<file path="src/rtl/pipe_csadd.sv">
// Pipelined carry-select adder/subtractor: one SEG-bit segment resolved per stage, valid/ready flow.
// Define PIPE_CSADD_OVF_EN to add the registered signed-overflow output ovf.
module pipe_csadd_seg #(
    parameter int SEG = 8
) (
    input  logic [SEG-1:0] a,
    input  logic [SEG-1:0] b,
    input  logic           ci,
    output logic [SEG-1:0] s,
    output logic           co
);
    logic [SEG:0] r0, r1;

    // both carry-in cases are formed up front; ci only drives the final mux
    assign r0 = {1'b0, a} + {1'b0, b};
    assign r1 = {1'b0, a} + {1'b0, b} + {{SEG{1'b0}}, 1'b1};
    assign s  = ci ? r1[SEG-1:0] : r0[SEG-1:0];
    assign co = ci ? r1[SEG]     : r0[SEG];
endmodule

module pipe_csadd #(
    parameter int WIDTH = 32,
    parameter int SEG   = 8
) (
    input  logic             clk,
    input  logic             rst,
    input  logic             in_valid,
    output logic             in_ready,
    input  logic [WIDTH-1:0] a,
    input  logic [WIDTH-1:0] b,
    input  logic             cin,
    input  logic             sub,
    output logic             out_valid,
    input  logic             out_ready,
    output logic [WIDTH-1:0] sum,
    output logic             cout
`ifdef PIPE_CSADD_OVF_EN
    ,
    output logic             ovf
`endif
);
    localparam int NSEG = WIDTH / SEG;

    logic [NSEG-1:0]            vld_pipe;
    logic [NSEG-1:0]            rdy;
    logic [NSEG-1:0][WIDTH-1:0] a_r, b_r, s_r;
    logic [NSEG-1:0]            c_r;

    logic [WIDTH-1:0] a_in [NSEG];
    logic [WIDTH-1:0] b_in [NSEG];
    logic [WIDTH-1:0] s_nx [NSEG];
    logic             c_in [NSEG];
    logic             v_in [NSEG];
    logic [SEG-1:0]   seg_s [NSEG];
    logic             seg_c [NSEG];

    // stage 0 takes the issue-time operand transform; later stages take the previous registers
    always_comb begin
        a_in[0] = a;
        b_in[0] = sub ? ~b : b;
        c_in[0] = sub | cin;
        v_in[0] = in_valid;
        for (int k = 1; k < NSEG; k++) begin
            a_in[k] = a_r[k-1];
            b_in[k] = b_r[k-1];
            c_in[k] = c_r[k-1];
            v_in[k] = vld_pipe[k-1];
        end
    end

    // a stage can take a beat if it or anything downstream of it has a free slot
    always_comb begin
        logic full;
        for (int k = 0; k < NSEG; k++) begin
            full = 1'b1;
            for (int j = k; j < NSEG; j++) full = full & vld_pipe[j];
            rdy[k] = out_ready | ~full;
        end
    end

    genvar g;
    generate
        for (g = 0; g < NSEG; g++) begin : g_seg
            pipe_csadd_seg #(.SEG(SEG)) u_seg (
                .a  (a_in[g][g*SEG +: SEG]),
                .b  (b_in[g][g*SEG +: SEG]),
                .ci (c_in[g]),
                .s  (seg_s[g]),
                .co (seg_c[g])
            );
        end
    endgenerate

    always_comb begin
        s_nx[0] = '0;
        for (int k = 1; k < NSEG; k++) s_nx[k] = s_r[k-1];
        for (int k = 0; k < NSEG; k++) s_nx[k][k*SEG +: SEG] = seg_s[k];
    end

    always_ff @(posedge clk or posedge rst) begin
        if (rst) begin
            vld_pipe <= '0;
            a_r      <= '0;
            b_r      <= '0;
            s_r      <= '0;
            c_r      <= '0;
        end else begin
            for (int k = 0; k < NSEG; k++) begin
                if (rdy[k]) begin
                    vld_pipe[k] <= v_in[k];
                    // data only moves with a real beat, so an emptied stage keeps its last value
                    if (v_in[k]) begin
                        a_r[k] <= a_in[k];
                        b_r[k] <= b_in[k];
                        s_r[k] <= s_nx[k];
                        c_r[k] <= seg_c[k];
                    end
                end
            end
        end
    end

`ifdef PIPE_CSADD_OVF_EN
    logic ovf_r;
    logic cmsb;

    // carry into the MSB recovered from the MSB's own sum bit
    assign cmsb = a_in[NSEG-1][WIDTH-1] ^ b_in[NSEG-1][WIDTH-1] ^ seg_s[NSEG-1][SEG-1];

    always_ff @(posedge clk or posedge rst) begin
        if (rst)                               ovf_r <= 1'b0;
        else if (rdy[NSEG-1] && v_in[NSEG-1])  ovf_r <= cmsb ^ seg_c[NSEG-1];
    end
    assign ovf = ovf_r;
`endif

    logic unused_tail;
    assign unused_tail = ^{a_r[NSEG-1], b_r[NSEG-1]};

    assign in_ready  = rdy[0];
    assign out_valid = vld_pipe[NSEG-1];
    assign sum       = s_r[NSEG-1];
    assign cout      = c_r[NSEG-1];
endmodule

</file>
<file path="config.mk">
export PLATFORM = sky130hd
export DESIGN_NAME = pipe_csadd
export DESIGN_NICKNAME = d
export VERILOG_FILES = /design/src/rtl/pipe_csadd.sv
export SDC_FILE = /design/constraint.sdc
export NUM_CORES = 1
export LEC_CHECK = 0
export BUFFER_PORTS_ARGS = -buffer_cell sky130_fd_sc_hd__buf_4
export CAP_MARGIN = 10
export CORE_UTILIZATION = 53
export CTS_CLUSTER_DIAMETER = 80
export DETAILED_ROUTE_END_ITERATION = 16
export GPL_ROUTABILITY_DRIVEN = 0
export PLACE_DENSITY_LB_ADDON = 0.05
export SETUP_SLACK_MARGIN = 0.4
export SKIP_CTS_REPAIR_TIMING = 1
export SYNTH_ARGS = -nofsm -noshare
export SYNTH_HDL_FRONTEND = slang
export SYNTH_SLANG_ARGS = --single-unit
</file>
<file path="constraint.sdc">
create_clock -name clk -period 5.4 [get_ports clk]
set_input_delay 0.54 -clock clk [delete_from_list [all_inputs] [get_ports clk]]
set_output_delay 0.54 -clock clk [all_outputs]
set_load 0.03 [all_outputs]
</file>
# Word level (Yosys, flattened, before mapping)
# Cells that the tools add are included.
[word_totals]
latch_bits = 0
ram_bits = 0
mem_count = 0
reg_bits = 280
mem_bits_ro = 0
[op_classes]
magnitude_cmp = 0
add_sub_neg = 8
n_shift = 0
n_eq_ne = 0
n_div = 0
n_reduce_logical = 4
mul = 0
n_mux = 9
bitwise = 16
[ops]
columns = ["cell", "count"]
rows = [
  ["$add A8 B8 Y9", 4],
  ["$add A9 B1 Y9 const B", 4],
  ["$mux W32", 1],
  ["$mux W8", 4],
  ["$not A32 Y32", 1],
  ["$reduce_and A2 Y1", 4],
  ["$and A1 B1 Y1", 6],
  ["$or A1 B1 Y1", 5],
  ["$mux W1", 4],
  ["$not A1 Y1", 4],
]

# Logic depth before layout (Yosys ltp)
[logic_depth]
ltp_word = 6
depth_mapped = 13

# Modules after synthesis
# A second synthesis with hierarchy kept.
[unflattened]
cells_unflattened = 666
area_unflattened_um2 = 9135.0
[by_module_without_submodules]
columns = ["mod", "area_per_inst_um2", "instances", "seq_area_each_um2", "cells_each"]
rows = [
  ["pipe_csadd", 7141.8, 1, 4604.4, 433],
  ["pipe_csadd_seg at g_seg[0].u_seg ...", 498.0, 3, 0.0, 58],
  ["pipe_csadd_seg at g_seg[1].u_seg", 499.2, 1, 0.0, 59],
]

# Least setup slack after synthesis
# No wires, ideal clock.
[synth_timing]
kind = "input -> register"
startpoint = "input port sub"
endpoint = "register c_r[0]"
path_stages = 13
arrival_ps = 3192
setup_time_ps = 95
n_path_buf = 2
setup_slack_ps = 2112
cell_sequence = "clkbuf_1 > clkbuf_1 > xor2_1 > ha_1 > inv_1 > fa_1 > inv_1 > ha_1 > o21ai_0 > nor2_1 > nand4_1 > o311a_1 > o31ai_1"
[synth_between]
elab_chain_cells = 4
[synth_lines]
columns = ["item", "line", "text"]
rows = [
  ["from (decl)", "32", "input logic sub,"],
  ["$mux W32", "60", "b_in[0] = sub ? ~b : b;"],
  ["$add A8 B8 Y9", "15, 16", ""],
  ["$add A9 B1 Y9", "16", "assign r1 = {1'b0, a} + {1'b0, b} + {{SEG{1'b0}}, 1'b1};"],
  ["$mux W1 *", "18", "assign co = ci ? r1[SEG] : r0[SEG];"],
  ["to (signal, indexed assignment)", "116", "c_r[k] <= seg_c[k];"],
  ["to (decl)", "47", "logic [NSEG-1:0] c_r;"],
]
# Every way passes the cells marked *; elsewhere a longest branch is shown, timed or not.
# A chain may end at the register's enable or synchronous reset.

# Worst setup path in the final report
# Same ends and word-level chain as after synthesis.

==> metrics.cfg <==
[run_status]
status = complete, no violations

[routing]
drc = 0
ant_nets = 0
post_drt_wl_per_cell_microns = 15.3
top_layer = met4
routed-wl-met2_microns = 8110
via_count = 5795
wirelength_microns = 16600
drt-initial-drc-count = 278
met3_wirelength_microns = 513
wl_met1_microns = 7730
firstDrtPassIters = 4
viasPerCell = 5.36

[synth]
synth-seq-cells = 184
synth_edf_count = 0
synth_top_area_share_pct = 51.2
synthCells = 751
async_reset_ff_share_pct = 100
syn_area_sq_um = 9000
synth.most_common_cell = dfrtp_1
synth_top_cells_by_count = 184 x dfrtp_1, 121 x mux2_2, 75 x nand2_1
yosys_warnings = 0
yosysTopAreaCell = dfrtp_1
synthFlopType = dfrtp_1
yosys-top-cells-area = dfrtp_1 51%, mux2_2 15%, ha_1 5.0%, xnor2_1 4.9%, o21ai_0 3.2%
yosysUniqueCellTypes = 54
syn_avg_cell_area_sq_um = 12.0
synthesis.nets = 861
ys_seq_area_share_pct = 51.2

[job]
drv_cap = 0

[finish]
syn_to_final_growth_pct = 17.5
final_area_sq_um = 10600
layout.cells.non_filler = 1081
n_fill_cell = 1370
finish.utilization_pct = 63.8
fin_nets = 957
layout-drive-gt1-share_pct = 32.2

[sta]
worstMarginPinSlew_ns = 1.01
slew_viol_final = 0
setup_viol = 0
period_needed_ns = 2.89
post-route-period-util_pct = 53.6
finalSetupTns_ns = 0
rsz0062_at_grt = false
skew_ns = 0.00724
finalHoldViolCount = 0
clock.fmax_mhz = 346
slew_headroom_pct = 32.4

[floorplanning]
core-area_sq_um = 16600
die-area_sq_um = 17500
initial_core_util_pct = 54.3
io_pins = 105
die_h_microns = 132
die_width_microns = 132
num_rows = 47

[worst_setup_path]
crit_path_max_fanout = 34
r2r_cells = 8
crit_path_end_kind = register
slowest_stage = fa_1
cpPeakStageDelay_ns = 0.46
path_class = in -> reg
reg2reg_to = c_r[2]
cp_cell_sequence = buf_4 -> xor2_1 -> ha_1 -> inv_1 -> fa_1 -> inv_1 -> ha_1 -> o21ai_0 -> nor2_1 -> nand4_1 -> o311a_1 -> o31ai_1
regToRegStartpoint = a_in[48]
r2r_slack_ns = 2.70
arrival_ns = 3.23
required_ns = 5.73
critPathLaunchType = primary input

[clocking]
ctsRootBufferMaster = clkbuf_16
cts_tree = built
htree_levels = 4
cts.clk_slew.worst_paths_ns = 0.07
clockBufferDepth = 2
cts-buffers-inserted = 17
clk_latency_ns = 0.43
cts_sinks = 184

[power_and_ir_drop]
p_leak_nw = 4.72
switching_power_mw = 2.05
clkPwrFrac_pct = 21.3
power.internal_mw = 3.64
seq_power_share_pct = 37.6
switching_share_pct = 36.0
vdd_drop_max_v = 0.000277
combPwrFrac_pct = 41.1
power_density_nw_per_um2 = 538

[placement]
place_area_sq_um = 9980
dp_cells = 1048
port_buffers = 104
dpl.hpwl_microns = 11600

[global_routing]
grt_antenna_before_repair = 1
grt_pass1_wl_microns = 28300
grt_max_degree = 185
grt_util_all_layers_pct = 20.4
globalRoute.totalOverflow = 0
grt_pass1_vias = 5940

[worst_hold_path]
worstHoldStart = in_valid
worstHoldPathCells = 2
whs_endpoint = vld_pipe[0]
hp-class = in -> reg

worst max-delay path by stage:
stage          startpoint  endpoint  depth (start not counted)  slack [ns]
2_1_floorplan         sub    c_r[0]                         13        2.11
3_3_place_gp          sub    c_r[0]                         12        2.18
3_5_place_dp          sub    c_r[0]                         12        2.07
4_1_cts               sub    c_r[0]                         12        2.49
5_1_grt               sub    c_r[0]                         12        2.24
6_report              sub    c_r[0]                         12        2.51
metrics by stage:
step | hold WS, ns | worst slack [ns] | power, mW
2_1_floorplan | 0.444 | 2.11 | 3.89
3_3_place_gp | 0.457 | 2.18 | 4.40
3_5_place_dp | 0.465 | 2.07 | 4.51
4_1_cts | 0.317 | 2.49 | 5.74
5_1_grt | 0.319 | 2.24 | 6.06
6_report | 0.326 | 2.51 | 5.69
per-layer routing:
layer / vias up / track usage, %
met4: 0 / 6.90
met2: 83 / 33.7
met5: - / 0
met1: 2825 / 26.9
li1: 2870 / -
met3: 17 / 4.27
power by group through the flow:
stage          Combinational (mW)  Clock, mW  Sequential (mW)
3_5_place_dp                 2.34          0             2.17
6_report                     2.34       1.21             2.14
4_1_cts                      2.36       1.23             2.15
2_1_floorplan                1.57          0             2.31
5_1_grt                      2.57       1.29             2.21
3_3_place_gp                 2.26          0             2.14
critical path, delay by kind of cell:
kind                     cells  cell delay (ns)
adder cells (fa/ha/maj)      3             0.79
XOR/XNOR                     1             0.20
AO/OA/AOI/OAI                3             0.71
AND/OR/NAND/NOR              2             0.39
buffers and inverters        3             0.59
area by class of cell:
cell class                 count  area [sq um]  share of cell area, %
inverter                      11          45.0                  0.426
sequential                   184          4600                   43.5
antenna                        1          2.50                 0.0237
multi-input combinational    525          4240                   40.1
clock buffer                  22           494                   4.67
timing repair buffer         108           823                   7.79
tap                          220           275                   2.60
clock inverter                10          93.8                  0.887
cells in the final DEF, fill, tap and decap left out, types with 6 or more instances in the layout:
cell and count:
dfrtp_1 184, nand3_1 10, nand4_1 6, ha_1 36, buf_4 107, nor2_1 19
a211o_1 6, nor3_1 6, inv_1 10, a21oi_1 18, clkbuf_16 17, nand2_1 73
xnor2_1 50, o31ai_1 6, xor2_1 23, o21ai_0 58, mux2_2 121, o21a_1 6
flip-flops by register name, indices dropped and copies added (netlist names):
name	count
a_in	48
c_r	4
b_in	48
sum	32
s_nx	48
vld_pipe	4
logic make-up (layout without fill, tap and decap cells):
| kind of cell | count (synthesis) | after routing | synth area share (%) |
|---|---|---|---|
| flops | 184 | 184 | 51.2 |
| other cells | 0 | 1 | 0 |
| fa+ha+maj | 40 | 40 | 5.90 |
| xor+xnor | 74 | 74 | 7.36 |
| simple gates | 151 | 151 | 8.15 |
| mux | 126 | 126 | 15.7 |
| compound gates | 134 | 134 | 9.90 |
| buf+inv | 42 | 151 | 1.82 |
(Power assumes the default switching activity.)
